`config.mk`:
```
export PLATFORM = sky130hd
export DESIGN_NAME = wb_load_align_unit
export DESIGN_NICKNAME = d
export VERILOG_FILES = /design/src/rtl/wb_load_align_unit.sv
export SDC_FILE = /design/constraint.sdc
export NUM_CORES = 1
export LEC_CHECK = 0
export ABC_AREA = 1
export CAP_MARGIN = 40
export CORE_UTILIZATION = 47
export DETAILED_ROUTE_END_ITERATION = 12
export PLACE_DENSITY = 0.82
export SYNTH_ARGS = -nofsm -noshare
export SYNTH_HDL_FRONTEND = slang
export SYNTH_SLANG_ARGS = --single-unit
export TNS_END_PERCENT = 50
```
`constraint.sdc`:
```
create_clock -name clk -period 2.5 [get_ports clk]
set_input_delay 0.375 -clock clk [delete_from_list [all_inputs] [get_ports clk]]
set_output_delay 0.375 -clock clk [all_outputs]
set_load 0.05 [all_outputs]
```
`src/rtl/wb_load_align_unit.sv`:
```
// Registered writeback stage: retires ALU/store results directly and waits for load data,
// aligning and extending the addressed lane. Optional macro WB_ALIGN_EXC_EN traps misaligned loads.
module wb_load_align_unit #(
  parameter int DATA_WIDTH     = 32,
  parameter int ADDR_WIDTH     = 32,
  parameter int REG_ADDR_WIDTH = 5,
  parameter int TIMEOUT        = 16
) (
  input  logic                      clk,
  input  logic                      rst_n,
  input  logic                      in_valid,
  output logic                      in_ready,
  input  logic                      mem_read_flag,
  input  logic                      mem_write_flag,
  input  logic                      mem_sign_ext_flag,
  input  logic [1:0]                mem_size,
  input  logic [DATA_WIDTH-1:0]     result_in,
  input  logic                      reg_write_en_in,
  input  logic [REG_ADDR_WIDTH-1:0] reg_write_addr_in,
  input  logic [ADDR_WIDTH-1:0]     current_pc_addr_in,
  input  logic                      ram_rvalid,
  input  logic [DATA_WIDTH-1:0]     ram_read_data,
  output logic [DATA_WIDTH-1:0]     result_out,
  output logic                      reg_write_en_out,
  output logic [REG_ADDR_WIDTH-1:0] reg_write_addr_out,
  output logic                      retire_valid,
  output logic                      bus_err,
  output logic                      align_exc,
  output logic                      debug_reg_write_en,
  output logic [ADDR_WIDTH-1:0]     debug_pc_addr_out
);
  localparam int OFF_W   = $clog2(DATA_WIDTH / 8);
  localparam int IDX_W   = $clog2(DATA_WIDTH);
  localparam int CNT_W   = (TIMEOUT > 1) ? $clog2(TIMEOUT + 1) : 1;
  localparam int TO_LAST = (TIMEOUT > 0) ? TIMEOUT - 1 : 0;

  typedef enum logic {IDLE, WAIT} state_t;

  state_t                    state, state_nxt;
  logic [CNT_W-1:0]          cnt, cnt_nxt;
  logic [OFF_W-1:0]          ld_off;
  logic [1:0]                ld_size;
  logic                      ld_sign, ld_wen, ld_misal;
  logic [REG_ADDR_WIDTH-1:0] ld_addr;
  logic [ADDR_WIDTH-1:0]     ld_pc;

  logic                      retire_nxt, wen_nxt, bus_err_nxt;
  logic [DATA_WIDTH-1:0]     result_nxt;
  logic [REG_ADDR_WIDTH-1:0] addr_nxt;
  logic [ADDR_WIDTH-1:0]     pc_nxt;
  logic [OFF_W-1:0]          in_off;
  logic                      in_misal;

  function automatic logic is_misaligned(input logic [OFF_W-1:0] off, input logic [1:0] size);
    int nbytes;
    nbytes = 1 << size;
    if (nbytes * 8 > DATA_WIDTH) return 1'b1;
    return ((int'(off) & (nbytes - 1)) != 0);
  endfunction

  // Shift the addressed lane down to bit 0, then fill above the field width.
  function automatic logic [DATA_WIDTH-1:0] extract(input logic [DATA_WIDTH-1:0] data,
                                                    input logic [OFF_W-1:0] off,
                                                    input logic [1:0] size, input logic sign);
    logic [DATA_WIDTH-1:0] shifted, res;
    logic [IDX_W-1:0]      top;
    logic                  fill;
    int                    n;
    shifted = data >> {off, 3'b000};
    n = 8 << size;
    if (n > DATA_WIDTH) n = DATA_WIDTH;
    top  = IDX_W'(n - 1);
    fill = sign & shifted[top];
    for (int i = 0; i < DATA_WIDTH; i++) res[i] = (i < n) ? shifted[i] : fill;
    return res;
  endfunction

  assign in_off             = result_in[OFF_W-1:0];
  assign in_misal           = is_misaligned(in_off, mem_size);
  assign in_ready           = (state == IDLE);
  assign debug_reg_write_en = reg_write_en_out;

  always_ff @(posedge clk or negedge rst_n) begin
    if (!rst_n) begin
      state              <= IDLE;
      cnt                <= '0;
      result_out         <= '0;
      reg_write_en_out   <= 1'b0;
      reg_write_addr_out <= '0;
      retire_valid       <= 1'b0;
      bus_err            <= 1'b0;
      debug_pc_addr_out  <= '0;
    end else begin
      state              <= state_nxt;
      cnt                <= cnt_nxt;
      result_out         <= result_nxt;
      reg_write_en_out   <= wen_nxt;
      reg_write_addr_out <= addr_nxt;
      retire_valid       <= retire_nxt;
      bus_err            <= bus_err_nxt;
      debug_pc_addr_out  <= pc_nxt;
    end
  end

  always_ff @(posedge clk or negedge rst_n) begin
    if (!rst_n) begin
      ld_off   <= '0;
      ld_size  <= '0;
      ld_sign  <= 1'b0;
      ld_wen   <= 1'b0;
      ld_misal <= 1'b0;
      ld_addr  <= '0;
      ld_pc    <= '0;
    end else if (state == IDLE && in_valid && mem_read_flag) begin
      ld_off   <= in_off;
      ld_size  <= mem_size;
      ld_sign  <= mem_sign_ext_flag;
      ld_wen   <= reg_write_en_in;
      ld_misal <= in_misal;
      ld_addr  <= reg_write_addr_in;
      ld_pc    <= current_pc_addr_in;
    end
  end

`ifdef WB_ALIGN_EXC_EN
  logic align_nxt;
  always_ff @(posedge clk or negedge rst_n) begin
    if (!rst_n) align_exc <= 1'b0;
    else        align_exc <= align_nxt;
  end
`else
  assign align_exc = 1'b0;
`endif

  always_comb begin
    state_nxt   = state;
    cnt_nxt     = cnt;
    retire_nxt  = 1'b0;
    wen_nxt     = 1'b0;
    bus_err_nxt = 1'b0;
    result_nxt  = result_out;
    addr_nxt    = reg_write_addr_out;
    pc_nxt      = debug_pc_addr_out;
`ifdef WB_ALIGN_EXC_EN
    align_nxt   = 1'b0;
`endif
    case (state)
      IDLE: begin
        if (in_valid) begin
          if (mem_read_flag) begin
`ifdef WB_ALIGN_EXC_EN
            if (in_misal) begin
              retire_nxt = 1'b1;
              align_nxt  = 1'b1;
              result_nxt = '0;
              addr_nxt   = reg_write_addr_in;
              pc_nxt     = current_pc_addr_in;
            end else
`endif
            begin
              state_nxt = WAIT;
              cnt_nxt   = '0;
            end
          end else begin
            retire_nxt = 1'b1;
            wen_nxt    = mem_write_flag ? 1'b0 : reg_write_en_in;
            result_nxt = mem_write_flag ? '0 : result_in;
            addr_nxt   = reg_write_addr_in;
            pc_nxt     = current_pc_addr_in;
          end
        end
      end
      WAIT: begin
        if (ram_rvalid) begin
          state_nxt  = IDLE;
          retire_nxt = 1'b1;
          wen_nxt    = ld_wen;
          result_nxt = ld_misal ? '0 : extract(ram_read_data, ld_off, ld_size, ld_sign);
          addr_nxt   = ld_addr;
          pc_nxt     = ld_pc;
        end else if (TIMEOUT != 0 && cnt == CNT_W'(TO_LAST)) begin
          state_nxt   = IDLE;
          retire_nxt  = 1'b1;
          bus_err_nxt = 1'b1;
          result_nxt  = '0;
          addr_nxt    = ld_addr;
          pc_nxt      = ld_pc;
        end else begin
          cnt_nxt = cnt + 1'b1;
        end
      end
      default: state_nxt = IDLE;
    endcase
  end
endmodule
```
Word level (Yosys, flattened, before mapping)
Index checks and enable logic that the tools add are counted.
{"block": "classes", "shift": 3, "magnitude_cmp": 35, "bitwise_logic": 3, "n_eq_ne": 7, "muxes": 79, "n_reduce_logical": 5, "add_sub_neg": 3}
{"operator": "6-bit by 32-bit less-than comparator with 1-bit output, first input constant", "n": 16}
{"operator": "32-bit 2-to-1 mux", "n": 13}
{"operator": "5-bit by 32-bit less-than comparator with 1-bit output, first input constant", "n": 8}
{"operator": "4-bit by 32-bit less-than comparator with 1-bit output, first input constant", "n": 4}
{"operator": "32-bit case mux with 2 select lines", "n": 2}
{"operator": "32-bit by 7-bit > comparator with 1-bit output, second input constant", "n": 2}
{"operator": "3-bit by 32-bit less-than comparator with 1-bit output, first input constant", "n": 2}
{"operator": "1-bit 2-to-1 mux", "n": 50}
{"operator": "5-bit 2-to-1 mux", "n": 8}
{"operator": "3-bit by 32-bit AND with 32-bit output", "n": 1}
{"operator": "1-bit by 32-bit less-than comparator with 1-bit output, first input constant", "n": 1}
{"operator": "2-bit by 32-bit less-than comparator with 1-bit output, first input constant", "n": 1}
{"operator": "32-bit nonzero test", "n": 1}
{"operator": "1-bit by 2-bit << shifter with 32-bit output, first input constant", "n": 1}
{"operator": "4-bit by 2-bit << shifter with 32-bit output, first input constant", "n": 1}
{"operator": "32-bit by 5-bit >> shifter with 32-bit output", "n": 1}
{"operator": "32-bit by 2-bit subtractor with 32-bit output, second input constant", "n": 1}
{"operator": "5-bit case mux with 2 select lines", "n": 2}
{"operator": "2-bit != test, second input constant", "n": 4}
{"operator": "5-bit by 6-bit less-than comparator with 1-bit output, second input constant", "n": 1}
{"operator": "1-bit case mux with 2 select lines", "n": 3}
{"operator": "5-bit by 1-bit adder with 5-bit output, second input constant", "n": 1}
{"operator": "1-bit binary-select mux with 5-bit select", "n": 1}
{"operator": "5-bit by 4-bit equality test with 1-bit output, second input constant", "n": 1}
{"operator": "8 further kinds", "n": 9}
{"block": "word_totals", "output_inout_bits": 75, "input_bits": 111, "register_bits": 122, "wordCells": 150}

Longest topological paths before layout
{"block": "logic_depth", "word_depth": 13, "mapped_depth": 11, "mapped_depth_nobuf": 9}

Worst setup path before layout
OpenSTA, ideal clock, no wires.
{"block": "synth_path", "path_kind": "reg2reg", "startpoint": "register cnt[0]", "endpoint": "register debug_pc_addr_out[0]", "setup_ns": 0.130, "slack_ns": 0.705, "t_required_ns": 2.370, "path_buffers": 2, "period_less_slack_ns": 1.795, "stages_incl_launch_ff": 10, "arrival_time_ns": 1.665, "cell_sequence": "dfrtp_1 -> ha_1 -> inv_1 -> nor3_1 -> ha_1 -> o21ai_1 -> nand2_1 -> buf_2 -> buf_2 -> a31oi_1"}
{"block": "synth_between", "elab_chain_len": 3}
{"item": "start: declaration", "line": "40", "text": "logic [CNT_W-1:0] cnt, cnt_nxt;"}
{"item": "start signal: assignment", "line": "95", "text": "cnt <= cnt_nxt;"}
{"item": "5-bit by 4-bit equality test with 1-bit output", "line": "181", "text": "end else if (TIMEOUT != 0 && cnt == CNT_W'(TO_LAST)) begin"}
{"item": "3-bit by 2-bit != test with 1-bit output (no source line)"}
{"item": "3-bit AND reduction (no source line)"}
{"item": "end signal: assignment", "line": "101", "text": "debug_pc_addr_out <= pc_nxt;"}
{"item": "end: declaration", "line": "30", "text": "output logic [ADDR_WIDTH-1:0] debug_pc_addr_out"}
No other way between the ends.
A chain may end at the register's enable or synchronous reset.

Worst setup path after layout
{"block": "layout_path", "startpoint": "register cnt[0]", "endpoint": "register result_out[11]"}
{"block": "layout_between", "elab_chain_len": 3}
{"item": "5-bit by 4-bit equality test with 1-bit output", "line": "181"}
{"item": "3-bit by 2-bit != test with 1-bit output (no source line)"}
{"item": "3-bit AND reduction (no source line)"}
{"item": "end signal: assignment", "line": "96", "text": "result_out <= result_nxt;"}
{"item": "end: declaration", "line": "23", "text": "output logic [DATA_WIDTH-1:0] result_out,"}
No other way between the ends.

==> impl_metrics.py <==
metrics = {
    "outcome": {
        "status": "finished, final reports clean",
    },
    "final_layout": {
        "final_nets": 1024,
        "num_antenna_cells": 0,
        "fill_cells": 965,
        "drive_gt1_share_pct": 9.43,
        "syn_to_final_growth_pct": 43.5,
    },
    "synth": {
        "syn_avg_cell_area_um2": 8.02,
        "syn_area_um2": 5950,
        "ys_seq_elements": 122,
        "yosysUniqueCellTypes": 33,
        "async_flop_share_pct": 100,
        "synth_top_area_share_pct": 51.3,
        "yosysTopAreaCell": "dfrtp_1",
        "synth_cells": 742,
        "synth_enable_flop_cells": 0,
        "ys_warn_count": 0,
        "seq_area_frac_synth_pct": 51.3,
        "synthesis.nets": 855,
        "netlist_top_cells_area": "dfrtp_1, nand2_1, nor2_1, a21oi_1, a31oi_1",
        "ys.flop_type": "dfrtp_1",
    },
    "detailed_routing": {
        "drc": 0,
        "top_layer": "met4",
        "wl_met2_um": 8200,
        "ant_nets": 0,
        "drt_iter0_drc": 399,
        "wl_met1_um": 7270,
        "wl_per_cell_um": 15.4,
        "num_vias": 5727,
        "drt_pass1_iterations": 6,
        "post_drt_via_cell_ratio": 5.25,
        "wl_um": 16800,
        "wl_met3_um": 895,
    },
    "cts": {
        "clock-sinks": 122,
        "cts_tree": "yes",
        "cts-htree-levels": 4,
        "cts_buffers": 17,
        "clk_path_buf_depth": 2,
        "clkLatencyLatePin_ps": 410,
        "cts-root-buf": "clkbuf_16",
        "post_cts_resize_count": 0,
        "clk_pin_slew_worst_paths_ps": 50,
    },
    "power_and_ir_drop": {
        "clkPwrFrac_pct": 30.5,
        "vdd_drop_max_mv": 0.547,
        "intPower_mw": 5.17,
        "switchingPower_mw": 3.20,
        "p_comb_share_pct": 37.1,
        "power_leakage_nw": 3.75,
        "powerDensity_nw_per_um2": 981,
        "p_seq_share_pct": 32.4,
        "swShare_pct": 38.2,
    },
    "worst_setup_path": {
        "r2r.worst_path.cells": 10,
        "cp_slowest_cell": "dfrtp_1",
        "crit_fanout": 23,
        "cp.required_ps": 2830,
        "crit_family": "buffers and inverters",
        "cp.arrival_ps": 2470,
        "end_kind": "register",
        "worstSetupPathType": "reg -> reg",
        "slowest_delay_ps": 400,
        "worst-path-stages": 10,
        "start_kind": "register",
        "worstPathCellList": "ha_1 > inv_1 > nor3_1 > ha_1 > o21ai_1 > nand2_4 > inv_2 > buf_4 > a21oi_1 > a21oi_1",
        "cp_num_buf_inv": 3,
    },
    "grt": {
        "grt_overflow_total": 0,
        "antenna_found_initial": 0,
        "grt_max_degree": 108,
        "track_usage_pct": 27.2,
        "grt_pass1_vias": 5461,
        "grt_pass1_wl_um": 27300,
    },
    "sta": {
        "finClkSkew_ps": 5.27,
        "rsz0062_at_grt": "no",
        "finalHoldViolCount": 0,
        "worst_slack_ps": 361,
        "max_slew_margin_pct": 63.0,
        "fin_setup_tns_ps": 0,
        "final-setup-viol-count": 0,
        "final_max_slew_viol_count": 0,
        "max_freq_ghz": 0.468,
        "fin_crit_ps": 2140,
        "timing.final.crit_share_pct": 85.6,
        "worstMarginPinSlew_ps": 554,
    },
    "floorplan": {
        "io_pins": 186,
        "die_w_um": 114,
        "start_util_pct": 48.9,
        "core_region_area_um2": 12200,
        "die_y_um": 114,
        "std_cell_rows": 40,
        "dieArea_um2": 13100,
    },
    "hold_path": {
        "min_path_type": "in -> async",
    },
    "run": {
        "maxCapViolCount": 0,
    },
    "placed_design": {
        "pre_cts_slack_ps": 399,
        "dp_hpwl_um": 11200,
        "port_buffers": 184,
        "gp_congestion": 0.860,
    },
}
-- state kept, by name (all words and copies together), names as in the netlist, 2 cells and up --
register            flops
debug_pc_addr_out      32
ld_pc                  32
result_out             32
cnt                     5
ld_addr                 5
reg_write_addr_out      5
ld_off                  2
ld_size                 2
-- cells in the mapped netlist (3+ instances only) --
cell type	count
o311ai_0	3
nor3_1	3
nand3_1	43
mux2i_1	3
inv_1	12
nand3_2	11
buf_4	3
clkbuf_1	20
a21oi_1	55
buf_2	23
buf_6	3
a21oi_2	11
nor2_1	84
a31oi_1	38
o21bai_1	3
o21ai_0	28
inv_2	5
dfrtp_1	122
nand2_1	252
-- per-stage QoR --
stage / instance area [µm²] / total power, mW / utilization, % / hold WS [ps] / cells
after detailed placement: 7910 / 5.82 / 65.0 / 349 / 1059
final: 8540 / 8.37 / 70.2 / 454 / 1091
after floorplan: 5950 / 4.73 / - / 79.4 / 742
after CTS: 8540 / 8.41 / 70.2 / 453 / 1091
after global placement: 7910 / 5.76 / 65.0 / 347 / 1059
after global routing: 8540 / 8.77 / 70.2 / 495 / 1091
-- cell families after synthesis --
group / count (synthesis) / synth area share, %
adders and majority gates: 2 / 0.421
other: 1 / 0.0630
DFF: 122 / 51.3
and+or+nand+nor: 399 / 27.7
AOI/OAI and AO/OA: 145 / 14.2
buffers and inverters: 70 / 5.74
muxes: 3 / 0.505
-- worst register-to-register path, delay by kind of cell (launching register included) --
kind / cells / cell delay [ps]
fa+ha+maj: 2 / 450
simple gates: 2 / 140
buf+inv: 3 / 640
flops: 1 / 400
compound gates: 3 / 430
-- worst paths after layout --
kind | from | to | slack (ps)
worst max register to register | cnt[0] | result_out[11] | 360
worst min-delay path | rst_n | result_out[23] | 450
worst min register to register | ld_pc[20] | ld_pc[20] | 480
max in group asynchronous | rst_n | debug_pc_addr_out[15] | 1410
worst max-delay path | cnt[0] | result_out[11] | 360
min in group clk | ld_pc[20] | ld_pc[20] | 480
-- placed cells by master, fill, tap and decap left out, types with 2 or more instances in the layout --
cell type          n
o21bai_1           3
a31oi_1           38
buf_4             16
nand3_1           42
clkinv_2           4
clkbuf_16         17
o311ai_0           3
a21oi_1           55
nand2_4            2
inv_2              5
ha_1               2
o31ai_1            2
o21ai_0           28
nand3_2           12
nor2_2             4
mux2i_1            3
nor3_1             3
nand2_1          251
clkdlybuf4s50_1  182
nor2_1            82
bufinv_16          4
buf_12             3
clkinv_4           4
dfrtp_1          122
inv_1             12
o21ai_1            2
nand2_2            2
a21oi_2           11
-- per-layer routing --
| layer | GRT usage [%] | vias to the layer above |
|---|---|---|
| li1 | - | 2784 |
| met1 | 36.3 | 2693 |
| met2 | 43.6 | 218 |
| met3 | 4.92 | 32 |
| met4 | 11.3 | 0 |
| met5 | 0 | - |
-- power by group through the flow --
| stage | clock, mW | sequential [mW] | combinational (mW) |
|---|---|---|---|
| final | 2.56 | 2.71 | 3.11 |
| after floorplan | 0 | 3.72 | 1.01 |
| after global placement | 0 | 2.72 | 3.04 |
| after global routing | 2.68 | 2.76 | 3.33 |
| after CTS | 2.59 | 2.71 | 3.12 |
| after detailed placement | 0 | 2.73 | 3.09 |
-- layout make-up --
type / count / area (µm²) / share of cell area, %
Clock buffer: 19 / 443 / 5.19
Clock inverter: 12 / 174 / 2.04
Inverter: 18 / 72.6 / 0.850
Multi-Input combinational cell: 550 / 2570 / 30.1
Sequential cell: 122 / 3050 / 35.8
Tap cell: 168 / 210 / 2.46
Timing Repair Buffer: 202 / 2010 / 23.6
-- repair_timing --
action / in CTS / in global routing
hold buffers: 1 / 0
setup buffers: 0 / 0
hold endpoints to repair: 29 / 0
(Power assumes the default switching activity.)
